`src/rtl/reg_pipeline.sv`:
```
// reg_pipeline: elastic chain of DEPTH valid-tagged register stages.
// Words advance toward the output whenever the stage ahead is empty or is
// itself moving on, so bubbles collapse under backpressure.
//
// Handshake: a word crosses a port only in a cycle where valid && ready are
// both high at the rising edge. The in_valid/in_data pair never depends on
// in_ready. in_ready depends combinationally on out_ready through the
// ready chain. out_valid/out_data come straight from the last stage register
// and hold steady while out_valid && !out_ready.
module reg_pipeline #(
  parameter int               WIDTH       = 8,
  parameter int               DEPTH       = 4,
  parameter logic [WIDTH-1:0] RESET_VALUE = '0,
  localparam int              OCC_W       = $clog2(DEPTH+1)
) (
  input  logic             clock,
  input  logic             clear,
  input  logic             flush,
  input  logic             in_valid,
  output logic             in_ready,
  input  logic [WIDTH-1:0] in_data,
  output logic             out_valid,
  input  logic             out_ready,
  output logic [WIDTH-1:0] out_data,
  output logic [OCC_W-1:0] occupancy
);

  logic [DEPTH-1:0]            v_q, v_d;
  logic [DEPTH-1:0][WIDTH-1:0] d_q, d_d;
  logic [DEPTH-1:0]            adv;
  logic [DEPTH-1:0]            ld;
  logic [OCC_W-1:0]            occ_c;
  logic                        push;

  // Ready chain: a stage advances if the one ahead is empty or advancing.
  always_comb begin
    adv            = '0;
    adv[DEPTH-1]   = out_ready;
    for (int i = DEPTH-2; i >= 0; i--) begin
      adv[i] = !v_q[i+1] || adv[i+1];
    end
    ld = ~v_q | adv;
  end

  assign in_ready = ld[0] && !flush && !clear;
  assign push     = in_valid && in_ready;

  // Next-state for valid bits and data; data only moves with a valid word.
  always_comb begin
    v_d = v_q;
    d_d = d_q;
    if (ld[0]) begin
      v_d[0] = push;
      if (push) begin
        d_d[0] = in_data;
      end
    end
    for (int i = 1; i < DEPTH; i++) begin
      if (ld[i]) begin
        v_d[i] = v_q[i-1];
        if (v_q[i-1]) begin
          d_d[i] = d_q[i-1];
        end
      end
    end
  end

  // Stage registers: clear wins over flush; flush keeps the data words.
  always_ff @(posedge clock) begin
    if (clear) begin
      v_q <= '0;
      d_q <= {DEPTH{RESET_VALUE}};
    end else if (flush) begin
      v_q <= '0;
    end else begin
      v_q <= v_d;
      d_q <= d_d;
    end
  end

  // Occupancy is the number of valid stages.
  always_comb begin
    occ_c = '0;
    for (int i = 0; i < DEPTH; i++) begin
      occ_c = occ_c + OCC_W'(v_q[i]);
    end
  end

  assign occupancy = occ_c;
  assign out_valid = v_q[DEPTH-1];
  assign out_data  = d_q[DEPTH-1];

endmodule

```
`config.mk`:
```
export PLATFORM = sky130hd
export DESIGN_NAME = reg_pipeline
export DESIGN_NICKNAME = d
export VERILOG_FILES = /design/src/rtl/reg_pipeline.sv
export SDC_FILE = /design/constraint.sdc
export NUM_CORES = 1
export LEC_CHECK = 0
export ABC_AREA = 1
export CELL_PAD_IN_SITES_DETAIL_PLACEMENT = 1
export CELL_PAD_IN_SITES_GLOBAL_PLACEMENT = 2
export CORE_MARGIN = 2
export CORE_UTILIZATION = 27
export CTS_CLUSTER_DIAMETER = 40
export DETAILED_ROUTE_END_ITERATION = 16
export GPL_ROUTABILITY_DRIVEN = 0
export PLACE_DENSITY_LB_ADDON = 0.1
export SLEW_MARGIN = 20
export SYNTH_ARGS = -nofsm -noshare
export SYNTH_HDL_FRONTEND = slang
export SYNTH_SLANG_ARGS = --single-unit
```
`constraint.sdc`:
```
create_clock -name clock -period 1.4 [get_ports clock]
set_input_delay 0.14 -clock clock [delete_from_list [all_inputs] [get_ports clock]]
set_output_delay 0.14 -clock clock [all_outputs]
set_load 0.005 [all_outputs]
```
# == After elaboration in Yosys (flattened, before gate mapping) ==
# Cells that the tools add are included.
# word_totals
input_bits,13
out_inout_bits,13
wordCells,30
reg_bits,36
# op_classes
bitwise,3
addsub,3
reduce_logical,16
# op_table
operator,count
$reduce_and 3->1,4
$logic_not 1->1,5
$not 4->4,1
$or 4x4->4,1
$add 2x1->3,1
$add 3x1->3,1
$logic_and 1x1->1,3
$logic_or 1x1->1,3
$add 1x1->2,1
$reduce_or 2->1,1
$not 1->1,1

# == Logic depth before layout (Yosys ltp) ==
# Gate-level depths: netlist of run 1.
# depth
depth_word,9
depth_mapped,7
ltp_nobuf,7

# == Worst setup path before layout of run 1 ==
# Ideal clock, no wire load.
# synth_path
kind,flip-flop to output port
from,register v_q[3]
to,output occupancy[1]
arrival_ps,1398
path_buffers,0
t_required_ps,1260
path_stages_with_launch,6
path_slack_ps,-138
path_cell_list,dfxtp_1 -> inv_2 -> fa_1 -> inv_1 -> ha_1 -> ha_1
# synth_between
elab_chain_cells,1
# synth_lines
element,line_no,text
start: declaration,28,"logic [DEPTH-1:0] v_q, v_d;"
start signal: assignment,76,v_q <= v_d;
$add 3x1->3,85,occ_c = occ_c + OCC_W'(v_q[i]);
end: declaration,25,output logic [OCC_W-1:0] occupancy
# No other way between the ends.

# == Worst setup path after layout of run 1 ==
# layout_path
from,register v_q[1]
to,output occupancy[1]
# layout_between
elab_chain_cells,3
# layout_lines
element,line_no
$add 1x1->2,85
$add 2x1->3,85
$add 3x1->3,85
# No other way between the ends.

==> results of run 1 <==
synthesized netlist by cell type, drive strengths merged:
cell,instances
nand2,20
nand3,2
a21oi,4
ha,2
inv,36
clkbuf,2
fa,1
nor2,62
buf,11
clkinv,1
nand4,9
dfxtp,36
o21ai,24
critical path, cell delays in order, from the launching register on:
cell and delay, ps:
dfxtp_2 340, inv_2 40, fa_1 550, inv_2 50, ha_4 160, ha_4 230, buf_6 110
flip-flops by register name, indices dropped and copies added (netlist names):
register / count
v_q: 4
out_data: 8
d_q: 24
placed cells by master (no fill, tap or decap), drive strengths merged:
cell type and n:
clkdlybuf4s50 20, o21ai 24, dfxtp 36, clkinv 1, nor2 62, inv 36, clkbuf 7, a21oi 4
fa 1, ha 2, nand2 22, buf 25, nand3 3, nand4 9
through the flow:
stage,power (W),std cells,cell area [µm²]
floorplan,0.00116,210,1590
global placement,0.00123,308,1950
detailed placement,0.00124,308,1950
CTS,0.00203,320,2120
global route,0.00209,324,2190
finish,0.00200,324,2190
logic make-up (layout without fill, tap and decap cells):
group,after synthesis,count (layout),share of synthesized area
AND/OR/NAND/NOR,93,96,0.281
buffers and inverters,50,89,0.146
flip-flops,36,36,0.456
AO/OA/AOI/OAI,28,28,0.0886
adder cells (fa/ha/maj),3,3,0.0285
final cells by class:
| class | count | area [µm²] | share of cell area |
|---|---|---|---|
| clock buffers | 7 | 96.3 | 0.0439 |
| inverters | 37 | 146 | 0.0668 |
| multi-input cells | 127 | 714 | 0.326 |
| flip-flops and latches | 36 | 724 | 0.330 |
| well taps | 72 | 90.1 | 0.0411 |
| repair buffers | 45 | 420 | 0.192 |
repair_timing:
item                       4_1_cts  5_1_grt
resized for setup               29       15
cloned                           0        3
pin swaps                        3        3
hold buffers                     0        0
setup buffers                    5        2
setup endpoints to repair        4       36
worst max-delay path by stage:
| stage | to | from | cells after the start |
|---|---|---|---|
| 2_1_floorplan | occupancy[1] | v_q[3] | 5 |
| 3_3_place_gp | occupancy[1] | v_q[3] | 6 |
| 3_5_place_dp | occupancy[1] | v_q[3] | 6 |
| 4_1_cts | occupancy[1] | v_q[1] | 6 |
| 5_1_grt | occupancy[1] | v_q[1] | 6 |
| 6_report | occupancy[1] | v_q[1] | 6 |
routing by layer:
layer / share of wire / wire (µm) / global-route usage / vias up
li1: - / - / - / 727
met3: 0.029 / 106 / 0.0213 / 5
met5: 0 / 0 / 0 / -
met1: 0.42 / 1520 / 0.128 / 623
met2: 0.53 / 1930 / 0.207 / 24
met4: 0.017 / 61 / 0.0593 / 0
power by group through the flow:
stage | logic, W | registers [W] | clock network, W
2_1_floorplan | 0.0000907 | 0.00107 | 0
4_1_cts | 0.000167 | 0.00105 | 0.000809
6_report | 0.000171 | 0.00105 | 0.000780
3_3_place_gp | 0.000161 | 0.00107 | 0
3_5_place_dp | 0.000166 | 0.00107 | 0
5_1_grt | 0.000194 | 0.00105 | 0.000849
==> impl_table.tex, run 1 <==
\begin{tabular}{lr}
\hline
Metric & Value \\
\hline
\multicolumn{2}{l}{\textbf{Floorplanning}} \\
Initial cell density of the core & 0.284 \\
Top-Level Pins & 26 \\
Area of the die & around 6500 µm² \\
Core Rows & 27 \\
Y dimension of the die & between 80 and 90 µm \\
Die X-Extent & between 80 and 90 µm \\
Core footprint & about 5600 µm² \\
\multicolumn{2}{l}{\textbf{Clock network}} \\
Clock transition at the register clock pins on the worst setup and hold paths after CTS & 70 ps \\
Clock latency of the later-clocked register in the worst-skew pair & about 280 ps \\
Cell at the root of the clock tree & clkbuf\_8 \\
Number of buffers between clock root and the deepest sink & 2 \\
Clock tree from TritonCTS & done \\
Clock buffer count from CTS & 5 \\
Clock sink count & 36 \\
Total number of H-tree levels & 2 \\
\multicolumn{2}{l}{\textbf{Timing}} \\
Shortest clock period the worst path allows after layout & between 1500 and 2000 ps \\
Worst Max-Slew Pin Slew & between 400 and 500 ps \\
Maximum operating frequency & 0.525 GHz \\
Setup TNS & -1280 ps \\
Slack of the critical path & -506 ps \\
Number of hold violations in the final report & 0 \\
Final Max Slew Viols & 0 \\
WHS & about 480 ps \\
Headroom to the max-slew limit & 0.721 \\
Tcrit/Tclk final & 1.36 \\
Setup repair after global routing missed its margin & true \\
Setup clock skew after layout & 6.59 ps \\
Total setup violations reported at the end of the flow & 3 \\
\multicolumn{2}{l}{\textbf{Synth}} \\
Post-Synthesis Mean Instance Area & $\sim$7.5 µm² \\
Synthesized flop and latch total & 36 \\
Net count of the mapped netlist & between 200 and 250 \\
Sequential cell area fraction in the yosys report & 0.456 \\
Share of the synthesized area in the top cell type & 0.456 \\
Count of different cell masters after synthesis & 22 \\
Syn. warnings & 0 \\
Cells after synthesis & 210 \\
Cell accounting for the most synthesized area & dfxtp\_1 \\
Cell types with the largest area share after synthesis & dfxtp\_1 46\%, nor2\_1 12\%, o21ai\_0 7.6\% \\
Cell Area, Synth & 1580 µm² \\
\multicolumn{2}{l}{\textbf{Worst setup path}} \\
Flop2flop setup slack & 100 ps \\
Required time of the critical path & about 1300 ps \\
Depth of the worst register-to-register path & 9 \\
Arrival time at the worst endpoint & around 1800 ps \\
End of the worst register-to-register path & d\_q[10] \\
Type of the worst setup path & reg -> out \\
Maximum fanout along the worst path & 2 \\
Capturing element type of the critical path & output port \\
CP startpoint kind & register \\
FF-to-FF Start & v\_q[3] \\
\multicolumn{2}{l}{\textbf{Drt}} \\
Routed wire per std cell & 11.2 µm \\
Remaining antenna violation count & 0 \\
Iteration count of the initial detailed-routing pass & 4 \\
Via Count & approximately 1,400 \\
Routed vias/inst & $\sim$4.3 \\
Wire length reported by the detailed router & about 3600 µm \\
Drt initial violations & 33 \\
Drc violations & 0 \\
\multicolumn{2}{l}{\textbf{Global routing}} \\
Number of antenna violations at the first check in global routing & 0 \\
Gr ovfl total & 0 \\
GRT Util Overall & 0.115 \\
Global-route wire length before repair & 5840 µm \\
Pin count of the biggest net entering global routing & 33 \\
Vias in the first global route & about 1,300 \\
\multicolumn{2}{l}{\textbf{Layout}} \\
Final standard cell utilization of the core & 0.393 \\
Fill count & 701 \\
Count of inserted antenna diode cells & 0 \\
Synth-to-layout area growth & 38.6\% \\
Proportion of layout cells with a drive suffix above 1 & 0.294 \\
Total Nets Final & $\sim$270 \\
\multicolumn{2}{l}{\textbf{Run status}} \\
Violations in the final reports & setup timing \\
Run status & complete, but fails checks \\
\multicolumn{2}{l}{\textbf{Pwr}} \\
Clock network fraction of design power & 0.390 \\
Switching fraction of total power & 0.219 \\
Cell internal pwr & between 0.0015 and 0.002 W \\
Net load switching power & $\sim$0.00044 W \\
Worst VDD drop & roughly 0.00035 V \\
Reg power frac & 0.525 \\
Pleak & a little over 0.9 nW \\
Pwr dens & $\sim$900 nW/µm² \\
Portion of total power attributed to combinational logic & 0.085 \\
\multicolumn{2}{l}{\textbf{Min path}} \\
End point of the most critical hold path & out\_data[3] \\
Worst hold path depth & 2 \\
Min-delay src & out\_data[3] \\
Path type of the worst min-delay path & reg -> reg \\
\multicolumn{2}{l}{\textbf{Placement}} \\
Post-place setup slack & -605 ps \\
Count of buffers inserted at the top-level ports & 25 \\
Total half-perimeter wirelength after legalization and detailed placement & $\sim$2600 µm \\
\multicolumn{2}{l}{\textbf{Job}} \\
Max cap viols & 0 \\
\hline
\end{tabular}
No activity file was read; power rests on OpenSTA's default activity.
==> run 2: changes to the inputs <==
- CORE_ASPECT_RATIO: default -> 1.75
- CTS_CLUSTER_SIZE: default -> 30
- SKIP_CTS_REPAIR_TIMING: default -> 1
==> impl_table.tex, run 2 (same netlist as run 1, synthesis figures left out) <==
\begin{tabular}{lr}
\hline
Metric & Value \\
\hline
\multicolumn{2}{l}{\textbf{Placement}} \\
Count of buffers inserted at the top-level ports & 25 \\
Total half-perimeter wirelength after legalization and detailed placement & approximately 2800 µm \\
\# placed instances & 315 \\
\multicolumn{2}{l}{\textbf{Run status}} \\
Run status & complete, but fails checks \\
Violations in the final reports & setup timing \\
\multicolumn{2}{l}{\textbf{Worst setup path}} \\
Type of the worst setup path & reg -> out \\
Arrival time at the worst endpoint & around 1800 ps \\
Count of buffer and inverter cells on the critical path & 3 \\
CP startpoint kind & register \\
Cell class contributing the biggest share of worst-path delay & adder cells \\
Capturing element type of the critical path & output port \\
Cell breakdown of the critical path & inv\_2, fa\_1, inv\_2, ha\_4, ha\_4, buf\_6 \\
Required time of the critical path & $\sim$1300 ps \\
Maximum fanout along the worst path & 2 \\
Max stage delay cell, worst path & fa\_1 \\
Slowest stage delay, CP & 560 ps \\
\multicolumn{2}{l}{\textbf{Floorplanning}} \\
Core footprint & 5630 µm² \\
Die X-Extent & approximately 62 µm \\
Area of the die & $\sim$6500 µm² \\
Initial cell density of the core & 0.281 \\
Core Rows & 36 \\
Top-Level Pins & 26 \\
Y dimension of the die & around 110 µm \\
\multicolumn{2}{l}{\textbf{Drt}} \\
Iteration count of the initial detailed-routing pass & 3 \\
Routed wire per std cell & roughly 11 µm \\
Via Count & between 1,000 and 1,500 \\
Drc violations & 0 \\
Routed vias/inst & between 4 and 5 \\
Remaining antenna violation count & 0 \\
Drt initial violations & 13 \\
Wire length reported by the detailed router & $\sim$3600 µm \\
\multicolumn{2}{l}{\textbf{Clock network}} \\
Number of buffers between clock root and the deepest sink & 2 \\
Clock transition at the register clock pins on the worst setup and hold paths after CTS & 70 ps \\
Clock tree from TritonCTS & done \\
Cell at the root of the clock tree & clkbuf\_8 \\
Clock latency of the later-clocked register in the worst-skew pair & 280 ps \\
Total number of H-tree levels & 2 \\
Clock buffer count from CTS & 5 \\
Clock sink count & 36 \\
\multicolumn{2}{l}{\textbf{Min path}} \\
Path type of the worst min-delay path & reg -> reg \\
\multicolumn{2}{l}{\textbf{Global routing}} \\
Number of antenna violations at the first check in global routing & 0 \\
Vias in the first global route & between 1,000 and 1,500 \\
Pin count of the biggest net entering global routing & 33 \\
GRT Util Overall & 0.118 \\
Gr ovfl total & 0 \\
Global-route wire length before repair & between 5000 and 6000 µm \\
\multicolumn{2}{l}{\textbf{Timing}} \\
Final Max Slew Viols & 0 \\
Headroom to the max-slew limit & 0.781 \\
Worst Max-Slew Pin Slew & between 300 and 400 ps \\
Slack of the critical path & -495 ps \\
Maximum operating frequency & approximately 0.53 GHz \\
Setup TNS & -1250 ps \\
Shortest clock period the worst path allows after layout & $\sim$1900 ps \\
Total setup violations reported at the end of the flow & 3 \\
Setup clock skew after layout & roughly 3.3 ps \\
Number of hold violations in the final report & 0 \\
Tcrit/Tclk final & 1.35 \\
Setup repair after global routing missed its margin & true \\
\multicolumn{2}{l}{\textbf{Layout}} \\
Synth-to-layout area growth & 37.4\% \\
Commonest non-fill, non-tap cell in the layout & nor2\_1 \\
Fill count & a little over 700 \\
Count of inserted antenna diode cells & 0 \\
Flip-flop count of the largest register, all copies and words added & 24 \\
Register with the most flip-flops & d\_q \\
Area occupied by multi-input gates & 704 µm² \\
Proportion of layout cells with a drive suffix above 1 & 0.264 \\
Total Nets Final & 265 \\
Top library cells by usage in the layout, fill and taps aside & 49 x nor2\_1, 33 x dfxtp\_1, 28 x inv\_1 \\
Post-Layout Cell Count & roughly 330 \\
Reg area & about 720 µm² \\
\multicolumn{2}{l}{\textbf{Pwr}} \\
Pwr dens & 910 nW/µm² \\
Pleak & between 0.9 and 1 nW \\
Worst VDD drop & about 0.00052 V \\
\multicolumn{2}{l}{\textbf{Job}} \\
Max cap viols & 0 \\
\hline
\end{tabular}
run 2: stage by stage:
| stage | power, W | hold WS, ps | worst slack (ps) | area (µm²) | utilization |
|---|---|---|---|---|---|
| finish | 0.00198 | 480 | -495 | 2170 | 0.386 |
| global route | 0.00208 | 502 | -539 | 2170 | 0.386 |
| CTS | 0.00202 | 488 | -947 | 2090 | 0.371 |
| detailed placement | 0.00125 | 470 | -629 | 1990 | 0.354 |
| global placement | 0.00124 | 461 | -587 | 1990 | 0.354 |
| floorplan | 0.00116 | 334 | -110 | 1590 | - |
run 2: where the power goes:
part           total, W  internal (W)  switching [W]
clock          0.000758      0.000393       0.000366
combinational  0.000172     0.0000855      0.0000867
sequential      0.00105       0.00104     0.00000748
total           0.00198       0.00152       0.000460
run 2: layout make-up:
cell class / instances / share of cell area
Sequential cell: 36 / 0.333
Clock buffer: 6 / 0.0380
Inverter: 37 / 0.0674
Multi-Input combinational cell: 126 / 0.324
Clock inverter: 2 / 0.00461
Tap cell: 76 / 0.0438
Timing Repair Buffer: 43 / 0.189
run 2: worst reg2reg max path, delay by kind of cell (launching register included):
| kind | cells | cell delay, ps |
|---|---|---|
| flip-flops | 1 | 340 |
| AND/OR/NAND/NOR | 5 | 510 |
| buffers and inverters | 4 | 370 |
run 2: per-layer routing:
layer | up-vias | global-route usage | share of wire
met5 | - | 0 | 0
met4 | 0 | 0.0319 | 0.013
met3 | 4 | 0.0294 | 0.025
met2 | 21 | 0.223 | 0.62
met1 | 615 | 0.119 | 0.34
li1 | 715 | - | -
run 2: final timing paths:
check	end	slack, ps	startpoint	cells after the start
setup / recovery	occupancy[1]	-500	v_q[1]	6
hold / removal	out_data[4]	480	out_data[4]	2
setup reg to reg	d_q[12]	90	v_q[3]	9
hold reg to reg	out_data[4]	480	out_data[4]	2
